[config.mk]
export PLATFORM = sky130hd
export DESIGN_NAME = sobel_frame_ctrl
export DESIGN_NICKNAME = d
export VERILOG_FILES = /design/src/rtl/sobel_frame_ctrl.sv
export SDC_FILE = /design/constraint.sdc
export NUM_CORES = 1
export LEC_CHECK = 0
export ABC_CLOCK_PERIOD_IN_PS = 7200
export BUFFER_PORTS_ARGS = -buffer_cell sky130_fd_sc_hd__buf_2
export CORE_ASPECT_RATIO = 1.75
export CORE_MARGIN = 2
export CORE_UTILIZATION = 55
export CTS_BUF_LIST = sky130_fd_sc_hd__clkbuf_4 sky130_fd_sc_hd__clkbuf_8
export DETAILED_ROUTE_END_ITERATION = 10
export PLACE_DENSITY = 0.76
export SYNTH_ARGS = -nofsm -noshare
export SYNTH_HDL_FRONTEND = slang
export SYNTH_SLANG_ARGS = --single-unit
export TNS_END_PERCENT = 1
[constraint.sdc]
create_clock -name clk -period 7.2 [get_ports clk]
set_input_delay 0 -clock clk [delete_from_list [all_inputs] [get_ports clk]]
set_output_delay 0 -clock clk [all_outputs]
set_load 0.02 [all_outputs]
[src/rtl/sobel_frame_ctrl.sv]
// Frame sequencer for a 3x3 gradient core: streams raster pixels through two line
// buffers into a sliding window, then registers the core result behind a ready/valid output.
module sobel_frame_ctrl #(
  parameter int IMG_W = 8,
  parameter int IMG_H = 8
) (
  input  logic       clk,
  input  logic       rst_n,
  input  logic       start_i,
  input  logic       in_valid_i,
  input  logic [7:0] in_data_i,
  output logic       in_ready_o,
  output logic [7:0] data_0_0_o,
  output logic [7:0] data_0_1_o,
  output logic [7:0] data_0_2_o,
  output logic [7:0] data_1_0_o,
  output logic [7:0] data_1_1_o,
  output logic [7:0] data_1_2_o,
  output logic [7:0] data_2_0_o,
  output logic [7:0] data_2_1_o,
  output logic [7:0] data_2_2_o,
  output logic       core_en_o,
  input  logic [7:0] pixel_i,
  output logic       out_valid_o,
  input  logic       out_ready_i,
  output logic [7:0] out_data_o,
  output logic       out_last_o,
  output logic       busy_o,
  output logic       done_o
);

  localparam int CW = $clog2(IMG_W);
  localparam int RW = $clog2(IMG_H);
  localparam logic [CW-1:0] COL_LAST = CW'(IMG_W - 1);
  localparam logic [RW-1:0] ROW_LAST = RW'(IMG_H - 1);

  typedef enum logic [1:0] {
    IDLE  = 2'd0,
    RUN   = 2'd1,
    DRAIN = 2'd2,
    DONE  = 2'd3
  } state_e;

  state_e state_q, state_d;

  logic [CW-1:0] col_q, col_d;
  logic [RW-1:0] row_q, row_d;

  logic [7:0] lb0_q [IMG_W];
  logic [7:0] lb1_q [IMG_W];

  logic [2:0][2:0][7:0] win_q, win_d;
  logic core_en_q, core_en_d;
  logic core_last_q, core_last_d;

  logic       out_valid_q, out_valid_d;
  logic [7:0] out_data_q, out_data_d;
  logic       out_last_q, out_last_d;

  logic advance;
  logic accept;
  logic last_pix;

  assign advance  = !out_valid_q || out_ready_i;
  assign accept   = in_valid_i && in_ready_o;
  assign last_pix = (row_q == ROW_LAST) && (col_q == COL_LAST);

  assign in_ready_o = (state_q == RUN) && advance;
  assign busy_o     = (state_q != IDLE);
  assign done_o     = (state_q == DONE);

  always_comb begin
    state_d = state_q;
    case (state_q)
      IDLE:    if (start_i) state_d = RUN;
      RUN:     if (accept && last_pix) state_d = DRAIN;
      DRAIN:   if (!core_en_q && !out_valid_q) state_d = DONE;
      DONE:    state_d = IDLE;
      default: state_d = IDLE;
    endcase
  end

  always_comb begin
    col_d = col_q;
    row_d = row_q;
    if (state_q == IDLE && start_i) begin
      col_d = '0;
      row_d = '0;
    end else if (accept) begin
      if (col_q == COL_LAST) begin
        col_d = '0;
        row_d = row_q + RW'(1);
      end else begin
        col_d = col_q + CW'(1);
      end
    end
  end

  // Columns left over from the previous row are never enabled: col>=2 gates core_en.
  always_comb begin
    win_d       = win_q;
    core_en_d   = core_en_q;
    core_last_d = core_last_q;
    if (accept) begin
      for (int r = 0; r < 3; r++) begin
        win_d[r][0] = win_q[r][1];
        win_d[r][1] = win_q[r][2];
      end
      win_d[0][2] = lb1_q[col_q];
      win_d[1][2] = lb0_q[col_q];
      win_d[2][2] = in_data_i;
      core_en_d   = (row_q >= RW'(2)) && (col_q >= CW'(2));
      core_last_d = last_pix;
    end else if (advance) begin
      core_en_d   = 1'b0;
      core_last_d = 1'b0;
    end
  end

  always_comb begin
    out_valid_d = out_valid_q;
    out_data_d  = out_data_q;
    out_last_d  = out_last_q;
    if (advance) begin
      out_valid_d = core_en_q;
      out_data_d  = pixel_i;
      out_last_d  = core_last_q;
    end
  end

  always_ff @(posedge clk or negedge rst_n) begin
    if (!rst_n) begin
      state_q     <= IDLE;
      col_q       <= '0;
      row_q       <= '0;
      win_q       <= '0;
      core_en_q   <= 1'b0;
      core_last_q <= 1'b0;
      out_valid_q <= 1'b0;
      out_data_q  <= '0;
      out_last_q  <= 1'b0;
    end else begin
      state_q     <= state_d;
      col_q       <= col_d;
      row_q       <= row_d;
      win_q       <= win_d;
      core_en_q   <= core_en_d;
      core_last_q <= core_last_d;
      out_valid_q <= out_valid_d;
      out_data_q  <= out_data_d;
      out_last_q  <= out_last_d;
    end
  end

  // Line buffers carry no reset; every entry is rewritten before a window can use it.
  always_ff @(posedge clk) begin
    if (accept) begin
      lb1_q[col_q] <= lb0_q[col_q];
      lb0_q[col_q] <= in_data_i;
    end
  end

  assign data_0_0_o  = win_q[0][0];
  assign data_0_1_o  = win_q[0][1];
  assign data_0_2_o  = win_q[0][2];
  assign data_1_0_o  = win_q[1][0];
  assign data_1_1_o  = win_q[1][1];
  assign data_1_2_o  = win_q[1][2];
  assign data_2_0_o  = win_q[2][0];
  assign data_2_1_o  = win_q[2][1];
  assign data_2_2_o  = win_q[2][2];
  assign core_en_o   = core_en_q;
  assign out_valid_o = out_valid_q;
  assign out_data_o  = out_data_q;
  assign out_last_o  = out_last_q;

endmodule

# Word level (Yosys, flattened, before mapping)
# Memories as Yosys holds them, arrays and structs flattened. A register that Yosys moved wholly into a read port is not among the register bits.
# Index checks and enable logic that the tools add are counted.
[op_classes]
addsub = 2
n_lt_le_gt_ge = 2
n_eq_ne = 8
muxes = 15
reduce_logical = 18
[op_table]
columns = ["op", "n"]
rows = [
  ["3-bit two-way mux", 6],
  ["2-bit case mux with 4 select lines", 1],
  ["2-bit nonzero test", 4],
  ["1-bit logical AND", 7],
  ["3-bit by 1-bit adder with 3-bit output, second input constant", 2],
  ["3-bit equality test, second input constant", 2],
  ["3-bit by 2-bit >= comparator with 1-bit output, second input constant", 2],
  ["2-bit two-way mux", 3],
  ["1-bit two-way mux", 5],
  ["2-bit equality test, second input constant", 2],
  ["2-bit != test, second input constant", 2],
  ["1-bit zero test", 3],
  ["3-bit AND reduction", 1],
  ["2-bit by 1-bit equality test with 1-bit output, second input constant", 1],
  ["2-bit zero test", 1],
  ["2-bit by 1-bit != test with 1-bit output, second input constant", 1],
  ["2-bit AND reduction", 1],
  ["1-bit logical OR", 1],
]
[word_totals]
register_bits = 84
mem_bits_rw = 128
inputBits = 21
elab_cells = 63
memories = 2
[mem_list]
columns = ["memory", "words", "width", "rd", "rd_clocked_by_memory_dff", "wr", "line", "rtl"]
rows = [
  ["lb0_q", 8, 8, 1, 0, 1, "49", "logic [7:0] lb0_q [IMG_W];"],
  ["lb1_q", 8, 8, 1, 1, 1, "50", "logic [7:0] lb1_q [IMG_W];"],
]

# Depth between registers and ports, before layout
[depth]
ltp_word = 7
mapped_depth = 7

# Worst setup path before layout
# OpenSTA, ideal clock, no wires.
[synth_path]
path_type = "register to register"
start = "register col_q[2]"
end = "memory lb0_q[3][0] (enable)"
setup_ps = 409
t_arrival_ps = 2200
setup_slack_ps = 4591
path_stages_with_launch = 6
n_path_buf = 4
period_less_slack_ps = 2609
cell_sequence = "dfrtp_1 buf_2 buf_2 buf_4 buf_2 nor3_1"
[synth_lines]
columns = ["element", "line", "rtl"]
rows = [
  ["start, declared", "46", "logic [CW-1:0] col_q, col_d;"],
  ["start signal, assigned", "144", "col_q <= col_d;"],
  ["end, declared", "49", ""],
]
# Straight into the memory's write port.

# Worst setup path after layout
[layout_path]
start = "register out_valid_q (netlist: out_valid_o)"
end = "memory lb0_q[5][2] (enable)"
[layout_via]
elab_chain_len = 6
[layout_lines]
columns = ["element", "line", "rtl"]
rows = [
  ["start, declared", "56", "logic out_valid_q, out_valid_d;"],
  ["start signal, assigned", "149", "out_valid_q <= out_valid_d;"],
  ["1-bit zero test", "64", "assign advance = !out_valid_q || out_ready_i;"],
  ["1-bit logical OR", "64", ""],
  ["1-bit logical AND", "68", "assign in_ready_o = (state_q == RUN) && advance;"],
  ["1-bit logical AND", "65", "assign accept = in_valid_i && in_ready_o;"],
  ["1-bit two-way mux", "157", "if (accept) begin"],
  ["1-bit two-way mux (implied by the code)", "159", "lb0_q[col_q] <= in_data_i;"],
]
# No other way between the ends.

==> results_dict.tcl <==
set metrics [dict create \
    dpl-instance-area_mm2 0.00925 \
    fillers 1056 \
    syn_inst 639 \
    yosysTopAreaCell "sky130_fd_sc_hd__edfxtp_1" \
    fp.dieArea_mm2 0.0167 \
    startpoint_type "flip-flop" \
    setup_viol_count_final 0 \
    netlist.area_leader.share 0.446 \
    chipWidth_um 98.6 \
    leakage_nw 4.28 \
    finalWorstPathRequiredPeriod_ps 2950 \
    reg2reg_setup_slack_ps 4250 \
    sequential_fraction_of_the_synthesis_area 0.713 \
    fp.dieH_um 170 \
    routabilityCongestion 0.818 \
    pin_count 107 \
    setup_tns_ps 0 \
    vias 5509 \
    power_per_cell_area_mw_per_mm2 411 \
    regToRegStartpoint "out_valid_o" \
    final_core_util 0.659 \
    crit_path_start "out_valid_o" \
    reg2reg_path_depth 4 \
    multi_input_combinational_cell_area_mm2 0.00226 \
    timing_max_transition_violations_final 0 \
    number_of_synthesized_register_bits 220 \
    clockRootBuffer "sky130_fd_sc_hd__clkbuf_8" \
    worstReg2RegEnd "lb0_q[5][2]" \
    synth-edff-count 128 \
    avgRoutedWirePerCell_um 19.6 \
    timing.slew.headroom 0.386 \
    unrepaired_setup_endpoints_after_global_routing "false" \
    clk_pin_slew_worst_paths_ps 60 \
    total_routed_length_um 19400 \
    hold_slack_ps 210 \
    global_route.overflow_total 0 \
    placeableCoreArea_mm2 0.0154 \
    cts.repair_timing.setup_buffer_count 0 \
    finish.net_count 809 \
    postSynth.asyncResetShare 0.418 \
    post-dp-hpwl_um 12700 \
    grt_use_total 0.235 \
    start_util 0.560 \
    post-synth-top-count-cell "sky130_fd_sc_hd__nand2_1" \
    worst_min_delay_path_class "input pin to async pin" \
    critical_path_required_ps 7380 \
    final_min_period_over_clock_period 0.409 \
    numPlacedInstances 902 \
    layout_setup_ws_ps 4250 \
    total_number_of_placement_rows 60 \
    synth.cell_area_mm2 0.00861 \
    endpoint_kind "flip-flop" \
    worst_ir_drop_vdd_mv 0.258 \
    synth_commonest_cells "sky130_fd_sc_hd__nand2_1, sky130_fd_sc_hd__edfxtp_1, sky130_fd_sc_hd__dfrtp_1" \
    drc 0 \
    max_slew.worst_pin.slew_ps 921 \
    clock_tree.buffer_depth 3 \
    detail_route.iter0.violations 385 \
    grt_antenna_before_repair 0 \
    via_density_per_instance 5.58 \
    tritoncts_num_sinks 220 \
    outcome "finished, final reports clean" \
    maxClockFrequency_ghz 0.339 \
    clock_insertion_delay_worst_skew_ps 560 \
    synthesis.area_per_instance_um2 13.5 \
    first_global_vias 5704 \
    max_capacitance_violation_count 0 \
    crit_type "flip-flop to flip-flop" \
    critPathMaxFanout 92 \
    netlist-cell-type-count 49 \
    grt_start_max_net_pins 93 \
    place.port_buffers 106 \
    post-place-ws_ps 4240 \
    ant_nets 0 \
    detailedRoute.firstPassIterationCount 5 \
    synth-warning-count 0 \
    crit_arrival_ps 3130 \
    most_area_consuming_cells_after_synthesis "sky130_fd_sc_hd__edfxtp_1, sky130_fd_sc_hd__dfrtp_1, sky130_fd_sc_hd__nand2_1" \
    max_h_tree_level 1 \
    final.setup_skew_ps 11.0 \
    synthesis.nets 669 \
    cts_tree "built" \
    num_antenna_cells 0 \
    grt_first_pass_wirelength_um 30500 \
    fin_cells 988 \
    fin_area_mm2 0.0101 \
    register_area_mm2 0.00615 \
    post_route_cells_drive_above_1_share 0.238 \
    hold_viol 0 \
    totalPowerFinal_mw 4.16 \
    cts_buffers 31 \
    ys.flop_type "sky130_fd_sc_hd__edfxtp_1" \
    area_growth_syn_to_layout_pct 17.7 \
]
[layer usage]
| layer | part of all wire | GRT usage | up-vias |
|---|---|---|---|
| met2 | 0.55 | 0.433 | 211 |
| met4 | 0.056 | 0.128 | 0 |
| met3 | 0.044 | 0.0292 | 51 |
| met1 | 0.34 | 0.259 | 2711 |
| li1 | - | - | 2536 |
| met5 | 0 | 0 | - |
[state kept, by name (all words and copies together), names as in the netlist, 2 cells and up]
| name | flops |
|---|---|
| lb1_q | 64 |
| data_2_2_o | 8 |
| state_q | 2 |
| out_data_o | 8 |
| data_2_1_o | 8 |
| data_0_0_o | 8 |
| data_1_0_o | 8 |
| data_2_0_o | 8 |
| data_1_1_o | 8 |
| data_0_2_o | 8 |
| lb0_q | 64 |
| row_q | 3 |
| data_0_1_o | 8 |
| data_1_2_o | 8 |
| col_q | 3 |
[worst max path at each step]
stage / depth (start not counted) / slack, ps / endpoint
finish: 4 / 4250 / lb0_q[5][2]
floorplan: 5 / 4590 / lb0_q[3][0]
global placement: 4 / 4370 / lb0_q[5][4]
global route: 4 / 4050 / lb1_q[5][1]
CTS: 4 / 4230 / lb0_q[5][2]
detailed placement: 4 / 4240 / lb0_q[5][4]
[area by class of cell]
class | instances | area share
Timing Repair Buffer | 143 | 0.0873
Tap cell | 186 | 0.0229
Inverter | 4 | 0.00148
Clock inverter | 14 | 0.00629
Multi-Input combinational cell | 379 | 0.223
Clock buffer | 42 | 0.0527
Sequential cell | 220 | 0.606
[repair_timing]
| action | CTS | global route |
|---|---|---|
| gates resized for setup | 0 | 0 |
| hold endpoints to repair | 183 | 0 |
| hold buffers | 30 | 0 |
| endpoints found under the setup margin | 0 | 0 |
[placed cells by master, fill, tap and decap left out, drive strengths merged, types with 11 or more instances in the layout]
master,n
nor2,33
nand2,204
mux4,14
clkbuf,42
dfrtp,92
edfxtp,128
clkinv,12
dlygate4sd3,30
buf,113
a21oi,11
[critical path, stage by stage, from the launching register on]
cell,delay (ps)
sky130_fd_sc_hd__dfrtp_1,410
sky130_fd_sc_hd__nand2b_1,400
sky130_fd_sc_hd__and3_2,260
sky130_fd_sc_hd__buf_4,660
sky130_fd_sc_hd__and3_1,820
[report_power, final]
group	leakage, nW	total, mW	internal, mW	switching [mW]
sequential	2.28	1.86	1.67	0.189
clock	0.317	0.931	0.480	0.451
combinational	1.68	1.38	0.481	0.896
[logic make-up (layout without fill, tap and decap cells)]
kind of cell	after synthesis	count (layout)	share of synthesized area
flip-flops	220	220	0.713
buffers and inverters	40	203	0.0250
AND/OR/NAND/NOR	279	279	0.136
AO/OA/AOI/OAI	57	57	0.0482
XOR/XNOR	1	1	0.00102
adder cells (fa/ha/maj)	9	9	0.0131
multiplexers	33	33	0.0636
Power figures use the tool's default switching activity.
